[src/rtl/chan_select_pkg.sv]
// Shared types, defaults and helpers for the chan_select_scan channel selector.
package chan_select_pkg;

  // Capture source: the direct sel index, or the internal scan pointer.
  typedef enum logic {
    MODE_DIRECT = 1'b0,
    MODE_SCAN   = 1'b1
  } mode_e;

  localparam int unsigned DEF_WIDTH = 8;
  localparam int unsigned DEF_NCH   = 8;

  // Circular increment over 0..nch-1.
  function automatic int unsigned next_idx(input int unsigned idx, input int unsigned nch);
    return (idx + 1 >= nch) ? 0 : idx + 1;
  endfunction

endpackage

[src/rtl/chan_select_scan_mux_n1.sv]
// mux_n1: purely combinational WIDTH-bit NCH:1 selector.
// Channel k lives at din[k*WIDTH +: WIDTH]; an index beyond NCH-1 yields zero.
module mux_n1 #(
  parameter int unsigned WIDTH = 8,
  parameter int unsigned NCH   = 8,
  parameter int unsigned SELW  = $clog2(NCH)
) (
  input  logic [NCH*WIDTH-1:0] din,
  input  logic [SELW-1:0]      idx,
  output logic [WIDTH-1:0]     dout
);

  // Pick the addressed channel.
  always_comb begin
    // NOTE: default assignment first so every path drives dout and no latch is inferred.
    dout = '0;
    for (int k = 0; k < int'(NCH); k++) begin
      if (idx == SELW'(k)) dout = din[k*WIDTH +: WIDTH];
    end
  end

endmodule

[src/rtl/chan_select_scan.sv]
// chan_select_scan: registered N-to-1 channel selector with valid/ready output.
// Captures one channel per load, chosen either directly by sel (mode=0) or by
// an internal round-robin scan pointer (mode=1).
// Optional build macro CHAN_MASK_EN adds the ch_mask input: masked channels are
// skipped by the scan and rejected (sel_err) in direct mode.
module chan_select_scan
  import chan_select_pkg::*;
#(
  parameter int unsigned WIDTH = DEF_WIDTH,
  parameter int unsigned NCH   = DEF_NCH,
  parameter int unsigned SELW  = $clog2(NCH)
) (
  input  logic                 clk,
  input  logic                 rst_n,
  input  logic [NCH*WIDTH-1:0] din,
  input  logic [SELW-1:0]      sel,
  input  logic                 mode,
  input  logic                 en,
  input  logic                 out_ready,
`ifdef CHAN_MASK_EN
  input  logic [NCH-1:0]       ch_mask,
`endif
  output logic [WIDTH-1:0]     out_data,
  output logic [SELW-1:0]      out_chan,
  output logic                 out_valid,
  output logic                 scan_wrap,
  output logic                 sel_err
);

  mode_e            mode_s;
  logic [NCH-1:0]   ch_en;

  logic [SELW-1:0]  ptr_q, ptr_d;
  logic [WIDTH-1:0] data_q, data_d;
  logic [SELW-1:0]  chan_q, chan_d;
  logic             valid_q, valid_d;
  logic             wrap_q, wrap_d;
  logic             err_q, err_d;

  logic             any_en, up_hit, scan_hit, sel_ok;
  logic [SELW-1:0]  first_any, first_up, top_idx, scan_idx, mux_idx;
  logic [WIDTH-1:0] mux_out;
  logic             slot_free, load;

  assign mode_s = mode_e'(mode);

`ifdef CHAN_MASK_EN
  assign ch_en = ch_mask;
`else
  assign ch_en = '1;
`endif

  // Locate the scan target (first enabled channel at or after ptr, wrapping)
  // and the highest enabled channel, which marks the end of a scan round.
  always_comb begin
    any_en    = 1'b0;
    up_hit    = 1'b0;
    first_any = '0;
    first_up  = '0;
    top_idx   = '0;
    for (int k = int'(NCH) - 1; k >= 0; k--) begin
      if (ch_en[k]) begin
        if (!any_en) top_idx = SELW'(k);
        any_en    = 1'b1;
        first_any = SELW'(k);
        if (SELW'(k) >= ptr_q) begin
          up_hit   = 1'b1;
          first_up = SELW'(k);
        end
      end
    end
    scan_hit = any_en;
    scan_idx = up_hit ? first_up : first_any;
  end

  // Direct-mode index is usable only if in range and enabled.
  always_comb begin
    sel_ok = 1'b0;
    for (int k = 0; k < int'(NCH); k++) begin
      if (sel == SELW'(k) && ch_en[k]) sel_ok = 1'b1;
    end
  end

  assign mux_idx = (mode_s == MODE_SCAN) ? scan_idx : sel;

  mux_n1 #(
    .WIDTH (WIDTH),
    .NCH   (NCH),
    .SELW  (SELW)
  ) u_mux (
    .din  (din),
    .idx  (mux_idx),
    .dout (mux_out)
  );

  assign slot_free = !valid_q || out_ready;
  assign load      = en && slot_free;

  // Next-state: capture on load, drain on accept, hold while stalled.
  always_comb begin
    data_d  = data_q;
    chan_d  = chan_q;
    valid_d = valid_q;
    ptr_d   = ptr_q;
    wrap_d  = 1'b0;
    err_d   = 1'b0;

    // An accepted sample leaves the slot unless a new one replaces it below.
    if (valid_q && out_ready) valid_d = 1'b0;

    if (load) begin
      if (mode_s == MODE_SCAN) begin
        if (scan_hit) begin
          data_d  = mux_out;
          chan_d  = scan_idx;
          valid_d = 1'b1;
          ptr_d   = SELW'(next_idx(32'(scan_idx), NCH));
          wrap_d  = (scan_idx == top_idx);
        end
      end else if (sel_ok) begin
        data_d  = mux_out;
        chan_d  = sel;
        valid_d = 1'b1;
      end else begin
        valid_d = 1'b0;
        err_d   = 1'b1;
      end
    end

    // Every scan starts from channel 0 after time spent in direct mode.
    if (mode_s == MODE_DIRECT) ptr_d = '0;
  end

  // State registers with synchronous active-low reset.
  always_ff @(posedge clk) begin
    // NOTE: non-blocking assignments so all registers update from pre-edge values.
    if (!rst_n) begin
      data_q  <= '0;
      chan_q  <= '0;
      valid_q <= 1'b0;
      ptr_q   <= '0;
      wrap_q  <= 1'b0;
      err_q   <= 1'b0;
    end else begin
      data_q  <= data_d;
      chan_q  <= chan_d;
      valid_q <= valid_d;
      ptr_q   <= ptr_d;
      wrap_q  <= wrap_d;
      err_q   <= err_d;
    end
  end

  assign out_data  = data_q;
  assign out_chan  = chan_q;
  assign out_valid = valid_q;
  assign scan_wrap = wrap_q;
  assign sel_err   = err_q;

endmodule

[config.mk]
export PLATFORM = sky130hd
export DESIGN_NAME = chan_select_scan
export DESIGN_NICKNAME = d
export VERILOG_FILES = /design/src/rtl/chan_select_pkg.sv /design/src/rtl/chan_select_scan_mux_n1.sv /design/src/rtl/chan_select_scan.sv
export SDC_FILE = /design/constraint.sdc
export NUM_CORES = 1
export LEC_CHECK = 0
export CAP_MARGIN = 10
export CORE_UTILIZATION = 30
export DETAILED_ROUTE_END_ITERATION = 8
export PLACE_DENSITY = 0.71
export SLEW_MARGIN = 20
export SYNTH_ARGS = -nofsm -noshare
export SYNTH_HDL_FRONTEND = slang
export SYNTH_HIERARCHICAL = 1
export SYNTH_SLANG_ARGS = --single-unit
[constraint.sdc]
create_clock -name clk -period 3.02 [get_ports clk]
set_clock_uncertainty 0.2 [all_clocks]
set_input_delay 0.302 -clock clk [delete_from_list [all_inputs] [get_ports clk]]
set_output_delay 0.302 -clock clk [all_outputs]
set_load 0.01 [all_outputs]
# After elaboration in Yosys (flattened, before gate mapping)
# Index checks and enable logic that the tools add are counted.
# op_classes
n_addsub	1
order_cmp	9
eq_ne	15
n_mux	44
bitwise_logic	2
reduce_logical	12
# op_table
operator	count
2-to-1 mux 8 bit	10
2-to-1 mux 3 bit	13
== test 3 bit (second input constant)	9
2-to-1 mux 1 bit	21
== test 3 x 2 -> 1 bit (second input constant)	4
>= comparator 3 bit (first input constant)	4
== test 3 x 1 -> 1 bit (second input constant)	2
>= comparator 1 x 3 -> 1 bit (first input constant)	2
>= comparator 2 x 3 -> 1 bit (first input constant)	2
logical NOT 3 bit	2
adder 3 x 1 -> 4 bit (second input constant)	1
>= comparator 4 bit (second input constant)	1
AND reduction 2 bit	2
nonzero test 2 bit	2
AND reduction 3 bit	1
OR reduction 3 bit	1
logical AND 1 bit	2
NOT 1 bit	2
logical NOT 1 bit	1
logical OR 1 bit	1
# totals
regBits	17
input_bits	72
out_inout_bits	14
wordCells	89

# Logic depth before layout (Yosys ltp)
# Gate-level depths: netlist of the first run.
# logic_depth
word_depth	22
mapped_depth	9
ltp_nobuf	8

# Hierarchy
# The synthesis of the first run kept the hierarchy.
# by_module_without_submodules
mod	n_inst	cells_each	area_per_inst_um2	seq_area_each_um2
chan_select_scan	1	87	785.8	340.3
mux_n1	1	29	550.5	0.0

# Worst setup path after synthesis of the first run
# OpenSTA, ideal clock, no wires.
# synth_path
path_type	register to register
startpoint	register ptr_q[1]
endpoint	register data_q[1], in the netlist out_data[1]
setup_time_ns	0.132
arrival_ns	1.726
required_time_ns	2.688
slack_ns	0.962
stages_incl_launch_ff	8
n_path_buf	2
synth_period_minus_slack_ns	2.058
path_cell_list	dfxtp_1 > mux2_2 > buf_6 > buf_12 > mux4_1 > mux2_2 > nand3_1 > a21oi_1
# synth_via
elab_chain_cells	22
elab_cells_between_ends	44
classes_between	8 x order compare; 7 x eq/ne; 28 x mux; 1 x reduce/logical
# synth_lines
item	line	rtl
start, declared	chan_select_scan.sv:33	logic [SELW-1:0] ptr_q, ptr_d;
start signal, assigned	chan_select_scan.sv:148	ptr_q <= ptr_d;
>= comparator 3 bit	chan_select_scan.sv:66	if (SELW'(k) >= ptr_q) begin
2-to-1 mux 3 bit / 2-to-1 mux 1 bit (equally long branches) (8 in series)	chan_select_scan.sv:66	
2-to-1 mux 3 bit *	chan_select_scan.sv:73	scan_idx = up_hit ? first_up : first_any;
2-to-1 mux 3 bit *	chan_select_scan.sv:84	assign mux_idx = (mode_s == MODE_SCAN) ? scan_idx : sel;
via mux_idx[1]	chan_select_scan.sv:41	logic [SELW-1:0] first_any, first_up, top_idx, scan_idx, mux_idx;
logical NOT 3 bit	chan_select_scan_mux_n1.sv:18	if (idx == SELW'(k)) dout = din[k*WIDTH +: WIDTH];
2-to-1 mux 8 bit (7 in series)	chan_select_scan_mux_n1.sv:18	
2-to-1 mux 8 bit *	chan_select_scan_mux_n1.sv:18	
via mux_out[1]	chan_select_scan.sv:42	logic [WIDTH-1:0] mux_out;
2-to-1 mux 8 bit	chan_select_scan.sv:120	end else if (sel_ok) begin
2-to-1 mux 8 bit *	chan_select_scan.sv:112	if (mode_s == MODE_SCAN) begin
end signal, assigned	chan_select_scan.sv:145	data_q <= data_d;
end, declared	chan_select_scan.sv:34	logic [WIDTH-1:0] data_q, data_d;
# Mark *: on every way through the listed nets, which the timed path passes. The rest lies on a longest branch. The select of a mux whose other input is x is not followed.
# A chain may end at the register's enable or synchronous reset.

# Worst setup path after layout of the first run
# layout_path
startpoint	input mode
endpoint	register data_q[4], in the netlist out_data[4]
# layout_via
elab_chain_cells	12
elab_cells_between_ends	21
classes_between	7 x eq/ne; 11 x mux; 3 x reduce/logical
# layout_lines
item	line	rtl
start, declared	chan_select_scan.sv:17	input logic mode,
2-to-1 mux 3 bit *	chan_select_scan.sv:84	
via mux_idx[1]	chan_select_scan.sv:41	
logical NOT 3 bit	chan_select_scan_mux_n1.sv:18	
2-to-1 mux 8 bit (7 in series)	chan_select_scan_mux_n1.sv:18	
2-to-1 mux 8 bit *	chan_select_scan_mux_n1.sv:18	
via mux_out[4]	chan_select_scan.sv:42	
2-to-1 mux 8 bit	chan_select_scan.sv:120	
2-to-1 mux 8 bit *	chan_select_scan.sv:112	
# Marks and branches as above.

==> flow_metrics.tcl, run 1 <==
set metrics [dict create \
    status "completed" \
    gr-total-overflow 0 \
    end_kind "flip-flop" \
    initial_core_util_pct 32.2 \
    hp-class "reg -> reg" \
    cp_cell_sequence "clkdlybuf4s50_1, mux2_2, mux4_1, mux2_2, nand3_1, a21oi_1" \
    gp_congestion 0.809 \
    setup_viol 0 \
    viasPerCell 5.20 \
    cp.required_ns 2.94 \
    core_sq_mm 0.00414 \
    grt_max_degree 18 \
    synth.yosys.warnings 6 \
    criticalPathCategory "in -> reg" \
    nets 272 \
    critPathMaxStageDelay_ns 0.63 \
    ant_nets 0 \
    grt_first_pass_wirelength_mm 5.85 \
    cts_made_buffers 3 \
    ios 86 \
    post_cts_resize_count 0 \
    dpl_worst_slack_ns 0.204 \
    die_w_um 68.7 \
    cts_tree "done" \
    synth_edf_count 0 \
    num_rows 23 \
    syn2layout_area_growth_pct 66.1 \
    worst_pin_slew_ns 0.562 \
    io_buffers 85 \
    insertion_delay_ns 0.25 \
    rsz0062_at_grt "false" \
    place_area_sq_mm 0.00217 \
    antenna_found_initial 0 \
    grt_pass1_vias 1297 \
    mostFrequentLayoutCells "85 x clkdlybuf4s50_1, 17 x dfxtp_1, 15 x mux4_1" \
    die-area_sq_mm 0.00473 \
    cp.arrival_ns 2.48 \
    clkSinkCount 17 \
    crit_top_cell "mux2_2" \
    n_antenna_cell 0 \
    layout_commonest_cell "clkdlybuf4s50_1" \
    ir_worst_vdd_mv 0.169 \
    power.total_uw 648 \
    clk_pin_slew_ns 0.07 \
    syn_avg_cell_area_sq_um 11.5 \
    timing.fmax_mhz 392 \
    cts_buffer_depth 2 \
    drtIter0Drc 30 \
    fin_area_sq_mm 0.00222 \
    fillers 364 \
    htree_num_levels 1 \
    synth_seq_cells 17 \
    dp_hpwl_mm 3.14 \
    p_per_area_mw_per_mm2 292 \
    relSlewSlack_pct 62.6 \
    ys.flop_type "dfxtp_1" \
    routedWlPerCell_um 15.8 \
    drt-pass1-iter-count 4 \
    fin_ws_ns 0.467 \
    cts_setup_buffers 0 \
    cts-root-buf "clkbuf_8" \
    power_leakage_uw 0.000814 \
    critPathMaxFanout 17 \
    drc 0 \
    drv_cap 0 \
    drive_above_1_share_pct 11.3 \
    tns_ns 0 \
    final_core_utilization_pct 53.6 \
    track_usage_pct 16.8 \
    num_vias 1274 \
    synth_seq_area_share_pct 25.5 \
    async_flop_share_pct 0 \
    finalHoldViolCount 0 \
    ys_types 30 \
    syn-instance-count 116 \
    start_kind "input pin" \
    wirelength_mm 3.86 \
    cpMaxStageDelayCell "mux4_1" \
    syn_nets 192 \
    syn_area_sq_mm 0.00134 \
    post-route-period-util_pct 84.5 \
    die-height_um 68.7 \
    drv_slew 0 \
    period_needed_ns 2.55 \
    cts-hold-fix-buffers 0 \
]
[worst max-delay path: cells and delay by family]
kind                   cells  cell delay [ns]
buffers and inverters      1             0.52
multiplexers               3             1.49
AO/OA/AOI/OAI              1             0.08
AND/OR/NAND/NOR            1             0.08
[state kept, by name, summed over array words and instances (netlist names)]
| register | cells |
|---|---|
| sel_err | 1 |
| out_valid | 1 |
| scan_wrap | 1 |
| ptr_q | 3 |
| out_data | 8 |
| out_chan | 3 |
[cell type report]
| type | instances | area, sq um | share of cell area, % |
|---|---|---|---|
| flip-flops and latches | 17 | 340 | 15.3 |
| clock buffers | 3 | 41.3 | 1.86 |
| repair buffers | 86 | 858 | 38.7 |
| well taps | 50 | 62.6 | 2.82 |
| inverters | 5 | 18.8 | 0.846 |
| multi-input cells | 83 | 893 | 40.2 |
| clock inverters | 1 | 5.00 | 0.225 |
[cell usage after synthesis (2+ instances only)]
cell | count | share of area, %
a211oi_1 | 2 | 1.1
a21oi_1 | 14 | 5.2
and2b_2 | 2 | 1.3
buf_2 | 3 | 1.1
buf_6 | 3 | 2.5
clkbuf_1 | 3 | 0.84
dfxtp_1 | 17 | 25
ha_1 | 4 | 3.7
inv_1 | 4 | 1.1
mux2_2 | 10 | 8.4
mux4_1 | 15 | 29
nand3_1 | 10 | 3.7
nor3_1 | 4 | 1.5
o21ai_0 | 9 | 3.4
[through the flow]
step / hold WS, ns / cells
6_report: 0.289 / 245
5_1_grt: 0.326 / 245
4_1_cts: 0.290 / 245
3_5_place_dp: 0.280 / 241
3_3_place_gp: 0.274 / 241
2_1_floorplan: 0.265 / 116
[routing by layer]
metal / GRT usage [%] / share of wire (%)
met1: 19.8 / 39
met2: 29.0 / 52
met3: 3.95 / 7.3
met4: 7.40 / 1.3
met5: 0 / 0
[report_power, final]
group          internal (uW)  switching (uW)  leakage, uW
Clock                   91.3            77.4    0.0000255
Sequential               238            8.90     0.000140
Combinational            159            72.9     0.000649
[final timing paths]
path / start / to / slack (ns) / cells past startpoint
min: out_data[7]$_SDFFE_PN0P_ / out_data[7]$_SDFFE_PN0P_ / 0.29 / 2
min reg2reg: out_data[7]$_SDFFE_PN0P_ / out_data[7]$_SDFFE_PN0P_ / 0.29 / 2
max: mode / out_data[4]$_SDFFE_PN0P_ / 0.47 / 6
max reg2reg: ptr_q[1]$_SDFFE_PN0P_ / out_data[4]$_SDFFE_PN0P_ / 0.66 / 5
[cells by family (layout without fill, tap and decap cells)]
kind of cell	Yosys count	count (layout)	share of synthesized area, %
AO/OA/AOI/OAI	27	27	10.9
adder cells (fa/ha/maj)	4	4	3.75
buffers and inverters	16	95	7.68
flip-flops	17	17	25.5
multiplexers	26	26	39.6
other	1	1	0.281
AND/OR/NAND/NOR	25	25	12.4
(Power assumes the default switching activity.)
==> inputs of run 2 (changes only) <==
clock period = 2.55 ns   (was 3.02 ns; I/O delays follow)
==> flow_metrics.tcl, run 2 (synthesis results as in run 1) <==
set metrics [dict create \
    num_rows 23 \
    ios 86 \
    tns_ns 0 \
    syn2layout_area_growth_pct 67.2 \
    gr-total-overflow 0 \
    clkSinkCount 17 \
    p_per_area_mw_per_mm2 349 \
    wl_met2_mm 2.07 \
    antenna_found_initial 0 \
    hp-class "reg -> reg" \
    dpl_worst_slack_ns -0.0901 \
    gp_congestion 0.754 \
    cpMaxStageDelayCell "mux4_1" \
    initial_core_util_pct 32.2 \
    top_layer "met4" \
    post-route-period-util_pct 93.5 \
    num_vias 1308 \
    period_needed_ns 2.38 \
    grt_max_degree 18 \
    wirelength_mm 3.94 \
    drv_cap 0 \
    cts_made_buffers 3 \
    drtIter0Drc 29 \
    dp_hpwl_mm 3.17 \
    met1Wirelength_mm 1.52 \
    grt_pass1_vias 1288 \
    cts-root-buf "clkbuf_8" \
    htree_num_levels 1 \
    post_cts_resize_count 0 \
    die-height_um 68.7 \
    final_core_utilization_pct 53.9 \
    cp.required_ns 2.48 \
    drive_above_1_share_pct 12.2 \
    whs_ns 0.291 \
    cts_buffer_depth 2 \
    power_leakage_uw 0.000824 \
    cts-hold-fix-buffers 0 \
    setup.worst_path.start "mode" \
    drt-pass1-iter-count 4 \
    critPathMaxStageDelay_ns 0.64 \
    end_kind "flip-flop" \
    ant_nets 0 \
    die_w_um 68.7 \
    ir_worst_vdd_mv 0.184 \
    status "completed" \
    core_sq_mm 0.00414 \
    layout_commonest_cell "clkdlybuf4s50_1" \
    cp_cell_sequence "clkdlybuf4s50_1, mux2_2, mux4_1, mux2_2, nand3_1, a21oi_1" \
    cts_tree "done" \
    routedWlPerCell_um 15.9 \
    finalHoldViolCount 0 \
    cp.arrival_ns 2.32 \
    insertion_delay_ns 0.25 \
    drc 0 \
    worst_r2r_startpoint "ptr_q[1]$_SDFFE_PN0P_" \
    viasPerCell 5.30 \
    power.total_uw 780 \
    path_delay_family "multiplexers" \
    track_usage_pct 17.0 \
    critPathMaxFanout 17 \
    grt_first_pass_wirelength_mm 5.78 \
    min_from "out_data[4]$_SDFFE_PN0P_" \
    wl_met3_um 310 \
    die-area_sq_mm 0.00473 \
    relSlewSlack_pct 62.3 \
    rsz0062_at_grt "false" \
    path_buf_inv 1 \
    largest_register_ffs 8 \
    cts_setup_buffers 0 \
    drv_slew 0 \
    crit_top_cell "mux2_2" \
    fin_ws_ns 0.166 \
    criticalPathCategory "in -> reg" \
    n_antenna_cell 0 \
    start_kind "input pin" \
    timing.fmax_mhz 419 \
    worst_pin_slew_ns 0.566 \
    setup_viol 0 \
    mostFrequentLayoutCells "85 x clkdlybuf4s50_1, 17 x dfxtp_1, 15 x mux4_1" \
    nets 274 \
    clk_pin_slew_ns 0.07 \
    io_buffers 85 \
]
## run 2: layer usage
| metal | up-vias | track usage (%) |
|---|---|---|
| met2 | 69 | 30.8 |
| met4 | 0 | 5.36 |
| met1 | 617 | 19.6 |
| met5 | - | 0 |
| met3 | 4 | 4.11 |
| li1 | 618 | - |
## run 2: power by group
group / internal [uW] / switching (uW) / leakage [uW]
logic: 190 / 88.3 / 0.000659
registers: 282 / 9.85 / 0.000140
clock network: 109 / 102 / 0.0000255
total: 580 / 200 / 0.000824
## run 2: final cells by class
class	instances	area [sq um]
clock buffers	3	41.3
clock inverters	1	5.00
inverters	5	18.8
flip-flops and latches	17	340
fillers	373	1910
repair buffers	88	873
multi-input cells	83	893
well taps	50	62.6
## run 2: through the flow
| step | cell area, sq um | cells |
|---|---|---|
| after floorplan | 1340 | 116 |
| after global placement | 2190 | 243 |
| after detailed placement | 2190 | 243 |
| after CTS | 2230 | 247 |
| after global routing | 2230 | 247 |
| final | 2230 | 247 |
## run 2: path summary, 6_finish.rpt
check                              to  slack (ns)  cells past startpoint
max          out_data[5]$_SDFFE_PN0P_        0.17                      6
min          out_data[4]$_SDFFE_PN0P_        0.29                      2
max reg2reg  out_data[5]$_SDFFE_PN0P_        0.33                      5
min reg2reg  out_data[4]$_SDFFE_PN0P_        0.29                      2
## run 2: tightest hold or removal path: cells and delay by family (launching register included)
kind,cells,cell delay (ns)
AO/OA/AOI/OAI,2,0.13
flip-flops,1,0.32
==> inputs of run 3 (changes only) <==
ABC_CLOCK_PERIOD_IN_PS = 2550   (was default)
GPL_TIMING_DRIVEN = 0   (was default)
==> flow_metrics.tcl, run 3 (synthesis results as in run 1) <==
set metrics [dict create \
    cpMaxStageDelayCell "dfxtp_1" \
    grt_max_degree 11 \
    setup_viol 0 \
    cp.arrival_ns 2.27 \
    cp.required_ns 2.47 \
    criticalPathCategory "reg -> reg" \
    finalHoldViolCount 0 \
    num_rows 23 \
    num_vias 1316 \
    die-height_um 68.7 \
    period_needed_ns 2.35 \
    ir_worst_vdd_mv 0.146 \
    tns_ns 0 \
    cp_cell_sequence "inv_1, ha_1, nor2b_1, a31oi_1, inv_1, buf_1, mux2_2, nand3_1, a21oi_1" \
    routedWlPerCell_um 15.3 \
    start_kind "flip-flop" \
    nets 281 \
    dp_hpwl_mm 3.21 \
    cts_made_buffers 3 \
    gr-total-overflow 0 \
    critPathMaxFanout 8 \
    insertion_delay_ns 0.25 \
    drv_slew 0 \
    core_sq_mm 0.00414 \
    layout_commonest_cell "clkdlybuf4s50_1" \
    grt_first_pass_wirelength_mm 5.86 \
    drc 0 \
    drv_cap 0 \
    crit_top_cell "inv_1" \
    rsz0062_at_grt "false" \
    whs_ns 0.216 \
    cts_tree "done" \
    track_usage_pct 17.1 \
    drtIter0Drc 47 \
    timing.fmax_mhz 425 \
    power_leakage_uw 0.000860 \
    end_kind "flip-flop" \
    gp_congestion 0.794 \
    grt_pass1_vias 1287 \
    drive_above_1_share_pct 13.7 \
    path_delay_family "buffers and inverters" \
    power.total_uw 782 \
    cts_buffer_depth 2 \
    n_antenna_cell 0 \
    post-route-period-util_pct 92.2 \
    status "completed" \
    wirelength_mm 3.88 \
    cts-root-buf "clkbuf_8" \
    ios 86 \
    critPathMaxStageDelay_ns 0.46 \
    largest_register_ffs 8 \
    clkSinkCount 17 \
    hp-class "in -> reg" \
    initial_core_util_pct 32.2 \
    cts_setup_buffers 0 \
    p_per_area_mw_per_mm2 341 \
    viasPerCell 5.18 \
    path_buf_inv 3 \
    ant_nets 0 \
    htree_num_levels 1 \
    drt-pass1-iter-count 4 \
    antenna_found_initial 0 \
    die-area_sq_mm 0.00473 \
    mostFrequentLayoutCells "84 x clkdlybuf4s50_1, 17 x dfxtp_1, 15 x mux4_1" \
    syn2layout_area_growth_pct 71.7 \
    clk_pin_slew_ns 0.07 \
    io_buffers 85 \
    die_w_um 68.7 \
]
-- run 3: cell types whose count changed in the layout (fill, tap and decap cells not counted) --
cell             change
buf_12               +1
clkbuf_1             +2
buf_4                -3
buf_1                +1
buf_6                +3
clkdlybuf4s50_1      -1
buf_2                +3
dlymetal6s2s_1       +1
-- run 3: path summary, 6_finish.rpt --
kind	from	endpoint	slack (ns)	depth (start not counted)
worst min register to register	out_data[4]$_SDFFE_PN0P_	out_data[4]$_SDFFE_PN0P_	0.28	2
worst min-delay path	mode	ptr_q[2]$_SDFFE_PN0P_	0.22	3
worst max register to register	ptr_q[1]$_SDFFE_PN0P_	out_data[0]$_SDFFE_PN0P_	0.20	9
worst max-delay path	ptr_q[1]$_SDFFE_PN0P_	out_data[0]$_SDFFE_PN0P_	0.20	9
-- run 3: timing repair --
| item | CTS | global route |
|---|---|---|
| endpoints found under the setup margin | 0 | 8 |
| hold endpoints to repair | 0 | 0 |
| resized for setup | 0 | 1 |
| hold buffers | 0 | 0 |
-- run 3: routing by layer --
layer  vias up  global-route usage (%)  part of all wire [%]
li1        634                       -                     -
met1       611                    20.8                    39
met2        66                    28.6                    50
met3         5                    4.93                   9.2
met4         0                    6.12                   1.4
met5         -                       0                     0
-- run 3: cell type report --
type	count	area, sq um
inverters	5	18.8
multi-input cells	83	893
clock inverters	1	5.00
repair buffers	85	853
flip-flops and latches	17	340
plain buffers	10	80.1
well taps	50	62.6
clock buffers	3	41.3
fillers	379	1850
-- run 3: per-stage QoR --
step,instance area [sq um],setup slack [ns],util (%),std cells
after floorplan,1340,0.492,-,116
after CTS,2300,0.0309,55.4,255
after detailed placement,2250,-0.233,54.3,251
after global placement,2250,-0.197,54.3,251
after global routing,2290,0.0141,55.4,254
final,2290,0.199,55.4,254
-- run 3: worst reg2reg max path: stages, from the launching register on --
cell	delay, ns
dfxtp_1	0.46
inv_1	0.08
ha_1	0.18
nor2b_1	0.17
a31oi_1	0.14
inv_1	0.08
buf_1	0.38
mux2_2	0.41
nand3_1	0.07
a21oi_1	0.06
-- run 3: power breakdown --
group | internal (uW) | switching, uW
registers | 282 | 9.88
clock network | 108 | 94.6
logic | 197 | 89.3
total | 588 | 194
